===== src/rtl/toast_hazard_ctrl.sv =====
// ============================================================================
//  Module   : toast_hazard_ctrl
//  Brief    : Forwarding selects plus sequenced load-use / dmem-wait / flush
//             hazard FSM for the Toast RV32I pipeline. Optional perf counters
//             are enabled by defining TOAST_HAZARD_PERF_EN.
//  Revision : 1.0  initial release
// ============================================================================
`default_nettype none

module toast_hazard_ctrl #(
    parameter int REGFILE_ADDR_WIDTH = 5,
    parameter int LOAD_STALL_CYCLES  = 1,
    parameter int FLUSH_CYCLES       = 2
) (
    input  logic                          clk_i,
    input  logic                          resetn_i,
    input  logic [REGFILE_ADDR_WIDTH-1:0] ID_rs1_addr_i,
    input  logic [REGFILE_ADDR_WIDTH-1:0] ID_rs2_addr_i,
    input  logic [REGFILE_ADDR_WIDTH-1:0] ID_rd_addr_i,
    input  logic [1:0]                    ID_alu_source_sel_i,
    input  logic                          ID_mem_rd_en_i,
    input  logic                          ID_jump_en_i,
    input  logic [31:0]                   IF_instruction_i,
    input  logic [REGFILE_ADDR_WIDTH-1:0] EX_rd_addr_i,
    input  logic [REGFILE_ADDR_WIDTH-1:0] EX_rs2_addr_i,
    input  logic                          EX_rd_wr_en_i,
    input  logic                          EX_branch_en_i,
    input  logic [REGFILE_ADDR_WIDTH-1:0] MEM_rd_addr_i,
    input  logic                          MEM_rd_wr_en_i,
    input  logic                          MEM_mem_req_i,
    input  logic                          dmem_ready_i,
    output logic [1:0]                    forwardA_o,
    output logic [1:0]                    forwardB_o,
    output logic                          forwardM_o,
    output logic                          stall_o,
    output logic                          IF_ID_flush_o,
    output logic                          EX_flush_o,
    output logic [1:0]                    state_o,
    output logic [31:0]                   stall_cycles_o,
    output logic [31:0]                   flush_events_o
);

    localparam logic [1:0] S_IDLE       = 2'b00;
    localparam logic [1:0] S_LOAD_STALL = 2'b01;
    localparam logic [1:0] S_MEM_WAIT   = 2'b10;
    localparam logic [1:0] S_FLUSH      = 2'b11;

    localparam logic [6:0] OPC_OP     = 7'b0110011;
    localparam logic [6:0] OPC_BRANCH = 7'b1100011;
    localparam logic [6:0] OPC_STORE  = 7'b0100011;
    localparam logic [6:0] OPC_OP_IMM = 7'b0010011;
    localparam logic [6:0] OPC_LOAD   = 7'b0000011;
    localparam logic [6:0] OPC_JALR   = 7'b1100111;

    localparam logic [2:0] LOAD_RELOAD  = 3'(LOAD_STALL_CYCLES - 1);
    localparam logic [2:0] FLUSH_RELOAD = 3'(FLUSH_CYCLES - 1);

    if (LOAD_STALL_CYCLES < 1 || LOAD_STALL_CYCLES > 7) begin : g_bad_load_stall
        $error("LOAD_STALL_CYCLES must be 1..7");
    end
    if (FLUSH_CYCLES < 1 || FLUSH_CYCLES > 3) begin : g_bad_flush
        $error("FLUSH_CYCLES must be 1..3");
    end

    logic [1:0] state_q, state_d;
    logic [2:0] cnt_q, cnt_d;

    logic [REGFILE_ADDR_WIDTH-1:0] w_if_rs1, w_if_rs2;
    logic                          w_uses_rs1, w_uses_rs2, w_ld_haz;
    logic                          w_mem_wait, w_flush_req;
    logic                          w_ex_a, w_ex_b, w_mem_a, w_mem_b;
    logic [1:0]                    w_fwd_a, w_fwd_b;
    logic                          w_stall, w_flush, w_ex_flush, w_flush_acc;
    logic                          w_unused_bits;

    assign w_if_rs1      = REGFILE_ADDR_WIDTH'(IF_instruction_i[19:15]);
    assign w_if_rs2      = REGFILE_ADDR_WIDTH'(IF_instruction_i[24:20]);
    assign w_unused_bits = ^{IF_instruction_i[31:25], IF_instruction_i[14:7]};

    always_comb begin
        w_uses_rs1 = 1'b0;
        w_uses_rs2 = 1'b0;
        case (IF_instruction_i[6:0])
            OPC_OP, OPC_BRANCH, OPC_STORE: begin
                w_uses_rs1 = 1'b1;
                w_uses_rs2 = 1'b1;
            end
            OPC_OP_IMM, OPC_LOAD, OPC_JALR: w_uses_rs1 = 1'b1;
            default: ;
        endcase
    end

    assign w_ld_haz = ID_mem_rd_en_i && (ID_rd_addr_i != '0) &&
                      ((w_uses_rs1 && (ID_rd_addr_i == w_if_rs1)) ||
                       (w_uses_rs2 && (ID_rd_addr_i == w_if_rs2)));

    assign w_mem_wait  = MEM_mem_req_i & ~dmem_ready_i;
    assign w_flush_req = EX_branch_en_i | ID_jump_en_i;

    assign w_ex_a  = EX_rd_wr_en_i  && (EX_rd_addr_i  != '0) && (EX_rd_addr_i  == ID_rs1_addr_i);
    assign w_ex_b  = EX_rd_wr_en_i  && (EX_rd_addr_i  != '0) && (EX_rd_addr_i  == ID_rs2_addr_i);
    assign w_mem_a = MEM_rd_wr_en_i && (MEM_rd_addr_i != '0) && (MEM_rd_addr_i == ID_rs1_addr_i);
    assign w_mem_b = MEM_rd_wr_en_i && (MEM_rd_addr_i != '0) && (MEM_rd_addr_i == ID_rs2_addr_i);

    always_comb begin
        w_fwd_a = 2'b00;
        w_fwd_b = 2'b00;
        if (!ID_alu_source_sel_i[1]) begin
            if (w_ex_a)       w_fwd_a = 2'b10;
            else if (w_mem_a) w_fwd_a = 2'b01;
        end
        if (!ID_alu_source_sel_i[0]) begin
            if (w_ex_b)       w_fwd_b = 2'b10;
            else if (w_mem_b) w_fwd_b = 2'b01;
        end
    end

    always_ff @(posedge clk_i or negedge resetn_i) begin
        if (!resetn_i) begin
            state_q <= S_IDLE;
            cnt_q   <= 3'd0;
        end else begin
            state_q <= state_d;
            cnt_q   <= cnt_d;
        end
    end

    // Counters freeze whenever a dmem wait is pending, whatever the state.
    always_comb begin
        state_d = state_q;
        cnt_d   = cnt_q;
        case (state_q)
            S_IDLE: begin
                if (w_mem_wait) begin
                    state_d = S_MEM_WAIT;
                end else if (w_flush_req) begin
                    if (FLUSH_CYCLES > 1) begin
                        cnt_d   = FLUSH_RELOAD;
                        state_d = S_FLUSH;
                    end
                end else if (w_ld_haz) begin
                    if (LOAD_STALL_CYCLES > 1) begin
                        cnt_d   = LOAD_RELOAD;
                        state_d = S_LOAD_STALL;
                    end
                end
            end
            S_LOAD_STALL: begin
                if (!w_mem_wait) begin
                    if (cnt_q == 3'd1) state_d = S_IDLE;
                    else               cnt_d   = cnt_q - 3'd1;
                end
            end
            S_MEM_WAIT: begin
                if (!w_mem_wait) state_d = S_IDLE;
            end
            default: begin
                if (!w_mem_wait) begin
                    if (w_flush_req)         cnt_d   = FLUSH_RELOAD;
                    else if (cnt_q == 3'd1)  state_d = S_IDLE;
                    else                     cnt_d   = cnt_q - 3'd1;
                end
            end
        endcase
    end

    always_comb begin
        w_stall     = 1'b0;
        w_flush     = 1'b0;
        w_ex_flush  = 1'b0;
        w_flush_acc = 1'b0;
        case (state_q)
            S_IDLE: begin
                if (w_mem_wait) begin
                    w_stall = 1'b1;
                end else if (w_flush_req) begin
                    w_flush     = 1'b1;
                    w_ex_flush  = EX_branch_en_i;
                    w_flush_acc = 1'b1;
                end else if (w_ld_haz) begin
                    w_stall = 1'b1;
                end
            end
            S_LOAD_STALL: w_stall = 1'b1;
            S_MEM_WAIT:   w_stall = w_mem_wait;
            default: begin
                w_flush = 1'b1;
                if (w_mem_wait) begin
                    w_stall = 1'b1;
                end else if (w_flush_req) begin
                    w_ex_flush  = EX_branch_en_i;
                    w_flush_acc = 1'b1;
                end
            end
        endcase
    end

    // Combinational paths are masked so every output reads 0 during reset.
    assign forwardA_o    = resetn_i ? w_fwd_a : 2'b00;
    assign forwardB_o    = resetn_i ? w_fwd_b : 2'b00;
    assign forwardM_o    = resetn_i & MEM_rd_wr_en_i & (MEM_rd_addr_i != '0) &
                           (MEM_rd_addr_i == EX_rs2_addr_i);
    assign stall_o       = resetn_i & w_stall;
    assign IF_ID_flush_o = resetn_i & w_flush;
    assign EX_flush_o    = resetn_i & w_ex_flush;
    assign state_o       = state_q;

`ifdef TOAST_HAZARD_PERF_EN
    logic [31:0] stall_cnt_q, flush_cnt_q;

    always_ff @(posedge clk_i or negedge resetn_i) begin
        if (!resetn_i) begin
            stall_cnt_q <= 32'd0;
            flush_cnt_q <= 32'd0;
        end else begin
            if (w_stall && (stall_cnt_q != 32'hFFFF_FFFF))
                stall_cnt_q <= stall_cnt_q + 32'd1;
            if (w_flush_acc && (flush_cnt_q != 32'hFFFF_FFFF))
                flush_cnt_q <= flush_cnt_q + 32'd1;
        end
    end

    assign stall_cycles_o = stall_cnt_q;
    assign flush_events_o = flush_cnt_q;
`else
    logic w_unused_perf;
    assign w_unused_perf  = w_flush_acc;
    assign stall_cycles_o = 32'd0;
    assign flush_events_o = 32'd0;
`endif

endmodule

`default_nettype wire

===== config.mk =====
export PLATFORM = sky130hd
export DESIGN_NAME = toast_hazard_ctrl
export DESIGN_NICKNAME = d
export VERILOG_FILES = /design/src/rtl/toast_hazard_ctrl.sv
export SDC_FILE = /design/constraint.sdc
export NUM_CORES = 1
export LEC_CHECK = 0
export BUFFER_PORTS_ARGS = -buffer_cell sky130_fd_sc_hd__buf_2
export CORE_MARGIN = 8
export CORE_UTILIZATION = 39
export CTS_CLUSTER_DIAMETER = 150
export DETAILED_ROUTE_END_ITERATION = 6
export HOLD_SLACK_MARGIN = 0.08
export PLACE_DENSITY = 0.88
export SYNTH_ARGS = -nofsm -noshare
export SYNTH_HDL_FRONTEND = slang
export SYNTH_SLANG_ARGS = --single-unit
export TNS_END_PERCENT = 10

===== constraint.sdc =====
create_clock -name clk_i -period 4.7 [get_ports clk_i]
set_clock_uncertainty 0.2 [all_clocks]
set_input_delay 0.47 -clock clk_i [delete_from_list [all_inputs] [get_ports clk_i]]
set_output_delay 0.47 -clock clk_i [all_outputs]
set_load 0.01 [all_outputs]

# == Word-level counts from Yosys, hierarchy flattened ==
# Cells that the tools add are included.
# totals
ff_bits,5
in_bits,73
output_inout_bits,74
# op_classes
n_addsub,1
n_eq_ne,22
muxes,36
n_bitwise,11
n_reduce_logical,20
# op_table
operator,count
equality test 5 bit,7
2-to-1 mux 2 bit,13
2-to-1 mux 3 bit,6
nonzero test 5 bit,3
equality test 7 x 6 -> 1 bit (second input constant),2
equality test 7 bit (second input constant),2
2-to-1 mux 1 bit,13
logical AND 1 bit,10
one-hot mux 3 bit (3 select lines),1
AND 1 bit,7
equality test 7 x 2 -> 1 bit (second input constant),1
equality test 7 x 5 -> 1 bit (second input constant),1
!= test 2 bit (second input constant),3
one-hot mux 2 bit (3 select lines),1
OR reduction 6 bit,1
AND reduction 5 bit,1
!= test 4 x 1 -> 1 bit (second input constant),1
equality test 3 x 1 -> 1 bit (second input constant),1
!= test 3 bit (second input constant),1
inverter 1 bit,3
one-hot mux 1 bit (3 select lines),1
AND reduction 3 bit,1
OR reduction 3 bit,1
subtractor 3 x 1 -> 3 bit (second input constant),1
8 further kinds,8

# == Depth between registers and ports, before layout ==
# logic_depth
ltp_word,11
depth_mapped,7
mapped_depth_nobuf,6

# == Worst setup path after synthesis ==
# OpenSTA, ideal clock, no wires.
# synth_timing
path_kind,input-to-output
from,in EX_rd_addr_i[1]
to,out forwardB_o[0]
t_arrival_ps,1430
required_time_ps,4030
path_slack_ps,2600
path_stages,4
path_cell_list,or4_4 > o21ai_2 > nor4_1 > nor3_2
# synth_between
elab_chain_cells,6
# synth_lines
item,line,source
"start, declared",24,"input logic [REGFILE_ADDR_WIDTH-1:0] EX_rd_addr_i,"
nonzero test 5 bit,101,assign w_ex_b = EX_rd_wr_en_i && (EX_rd_addr_i != '0) && (EX_rd_addr_i == ID_rs2_addr_i);
logical AND 1 bit,101,
logical AND 1 bit *,101,
2-to-1 mux 2 bit *,113,if (w_ex_b) w_fwd_b = 2'b10;
2-to-1 mux 2 bit *,112,if (!ID_alu_source_sel_i[0]) begin
2-to-1 mux 2 bit *,200,assign forwardB_o = resetn_i ? w_fwd_b : 2'b00;
"end, declared",33,"output logic [1:0] forwardB_o,"
# Mark *: on every way between the ends. The rest lies on a longest branch, timed or not.

# == Final worst setup path ==
# layout_timing
from,in resetn_i
to,out stall_o
# layout_between
elab_chain_cells,1
# layout_lines
item,line,source
"start, declared",16,"input logic resetn_i,"
AND 1 bit,203,assign stall_o = resetn_i & w_stall;
"end, declared",35,"output logic stall_o,"
# No other way between the ends.

==> summary.md <==
| Metric | Value |
|---|---|
| FF-to-FF path depth | 6 |
| Die W | 76.05 µm |
| GRT Overall Usage | 12.55% |
| Fmax | 365.6 MHz |
| Netlist Area Pre-Place | 1406 µm² |
| Antenna violations before repair | 0 |
| Via-to-Cell Ratio | 4.224 |
| Fin crit share | 58.19% |
| Antenna diode count | 0 |
| Share of layout cells above drive strength 1 | 30.68% |
| Critical path data arrival time | 2060 ps |
| Crit path kind | in2out |
| Floorplan row count | 22 |
| Avg Cell Area, Syn | 7.727 µm² |
| Hold buffers post-CTS | 1 |
| FF-to-FF End | state_o[0]$_DFFE_PN0P_ |
| Via count | 1,263 |
| Worst path top cell family by delay | buffers and inverters |
| Final setup TNS | 0 ps |
| Root Buffer | clkbuf_4 |
| Core area | 3551 µm² |
| Flop2flop setup slack | 2770 ps |
| FFs w/ async S/R, synth | 100.0% |
| Yosys reg bits | 5 |
| Clock sinks | 5 |
| Grt total ovfl | 0 |
| I/O pin count | 147 |
| Status | finished, final reports clean |
| Main synth FF type | dfrtp_1 |
| Critical Path Stages | 7 |
| Final Max Tran Viols | 0 |
| DP HPWL | 3496 µm |
| Final WL | 3793 µm |
| PortBufs | 67 |
| Routed length per placed instance | 12.69 µm |
| Detailed Routing Iterations Pass 1 | 4 |
| Die Y | 76.05 µm |
| GPL Wtd Cong | 0.7538 |
| Slowest-stage cell, CP | dlygate4sd3_1 |
| Hold Crit Start | cnt_q[2]$_DFFE_PN0P_ |
| CTS tree | built |
| Yosys warning count | 0 |
| Crit Path Max Fanout | 14 |
| R2r startpoint | state_o[1]$_DFFE_PN0P_ |
| Nature of the critical path startpoint | primary input |
| Post-Synthesis Cells | 182 |
| EDFF count, synth | 0 |
| Hold depth | 1 |
| P&R area growth vs syn | 12.81% |
| Count of different cell masters after synthesis | 34 |
| WP buf/inv | 3 |
| Final nets | 330 |
| H-tree Lvls | 1 |
| Vias in the first global route | 1,469 |
| Filler Cell Count | 368 |
| Final Critical Period | 2735 ps |
| Worst-Skew Late Latency | 240 ps |
| Slew @ Worst Pin | 503.2 ps |
| LEAKAGE | 0.0008495 µW |
| Die Area | 5784 µm² |
| Final hold vios | 0 |
| Yosys top cell by area | buf_4 |
| Crit. End Element | primary output |
| DRC errors left | 0 |
| Hold WC Path Type | reg2reg |
| Global-route wire length before repair | 6348 µm |
| RSZ-0062 raised after global routing | no |
| P per Cell Area | 250.9 nW/µm² |
| Final setup violation count | 0 |
| Register clock-pin slew on the reported worst setup and hold paths | 40 ps |
| Critical Path Max Stage Delay | 520 ps |
| Relative max-transition margin | 66.14% |
| Data required time of the worst path | 4030 ps |
| Largest net degree at the start of global routing | 15 |
| Top cells by area, synth | buf_4, xor2_1, dfrtp_1 |
| Worst Hold Slack | 329.8 ps |
| Worst VDD drop | 0.07387 mV |
| Clk buf depth | 2 |
| Area share of the largest cell type after synthesis | 34.16% |
| Hold endpoint | cnt_q[2]$_DFFE_PN0P_ |
| Initial Util | 39.61% |
| Cell Chain, Critical Path | dlygate4sd3_1, buf_2, nand4_1, a211oi_1, nand4_1, o21ai_0, buf_2 |
| CTS buffer count | 3 |
| Post-CTS Setup Inserts | 0 |
| Sequential area share after synthesis | 8.897% |
| CTS resizes | 0 |
| DR iter-0 viols | 62 |
| Post-route ant nets | 0 |
| Max Cap Viol | 0 |
## area by class of cell
cell class	instances	area, µm²	share of cell area, %
clock buffers	4	26.28	1.656
flip-flops and latches	5	125.1	7.886
well taps	48	60.06	3.785
multi-input cells	169	1011	63.72
inverters	5	18.77	1.183
repair buffers	68	345.3	21.77
## power by group
part           internal [µW]  switching (µW)  leakage [µW]  total (µW)
Combinational            110             167      0.000774         277
Sequential              58.5            14.4     0.0000610        72.9
Clock                   32.0            15.7     0.0000150        47.6
## cell usage in the layout, fill, tap and decap left out, types with 2 or more instances in the layout
cell type / instances
xnor2_1: 13
nand3_1: 3
dfrtp_1: 5
xor2_1: 22
a21oi_1: 5
and3b_1: 2
nor4_1: 6
nor2_1: 7
nor3_1: 5
inv_1: 5
clkbuf_4: 3
nor3_2: 2
nand4b_1: 2
buf_2: 67
ha_1: 5
o21ai_0: 5
conb_1: 64
nand2_1: 6
o21ai_2: 2
nor2b_1: 3
nand4_1: 3
nor3b_1: 2
## flip-flops by register name, summed over array words and instances (netlist names)
signal	cells
state_o	2
cnt_q	3
## kinds of logic (layout without fill, tap and decap cells)
family,Yosys count,after routing,share of synthesized area (%)
buffers and inverters,71,77,36.03
and+or+nand+nor,45,45,18.86
xor gates and xnor gates,35,35,21.80
AOI/OAI and AO/OA,20,20,9.698
adders and majority gates,5,5,4.448
DFF,5,5,8.897
other,1,64,0.2666
## worst register-to-register path: stages (launching register included)
cell	delay, ps
dfrtp_1	420
inv_1	90
ha_1	230
o21bai_1	190
a21oi_1	130
or3_1	320
a32o_1	250
## cells in the mapped netlist, types with 3 or more instances
library cell  count
xor2_1           22
nor4_1            6
a21oi_1           5
xnor2_1          13
inv_1             5
o21ai_0           5
ha_1              5
nor2b_1           3
nor3_1            5
nand3_1           3
nand4_1           3
buf_4            64
nor2_1            7
nand2_1           6
dfrtp_1           5
## layer usage
metal,wire length [µm],vias up,GRT usage [%]
li1,-,625,-
met2,2004,76,23.39
met1,1356,560,11.92
met4,21,0,4.423
met5,0,-,0
met3,410,2,5.307
## worst max-delay path by stage
stage	start	endpoint	slack, ps
2_1_floorplan	EX_rd_addr_i[1]	forwardB_o[0]	2600
3_3_place_gp	EX_rd_addr_i[1]	forwardB_o[0]	2330
3_5_place_dp	EX_rd_addr_i[1]	forwardB_o[0]	2320
4_1_cts	resetn_i	stall_o	1930
5_1_grt	resetn_i	stall_o	1820
6_report	resetn_i	stall_o	1970
## stage by stage
step | utilization (%) | instances | setup WS [ps] | power, µW | instance area [µm²]
6_report | 44.68 | 299 | 1965 | 398.0 | 1587
5_1_grt | 44.68 | 299 | 1816 | 441.0 | 1587
4_1_cts | 44.68 | 299 | 1929 | 398.6 | 1587
3_5_place_dp | 43.66 | 294 | 2323 | 345.8 | 1550
3_3_place_gp | 43.66 | 294 | 2334 | 334.3 | 1550
2_1_floorplan | - | 245 | 2600 | 294.5 | 1643
(Power assumes the default switching activity.)
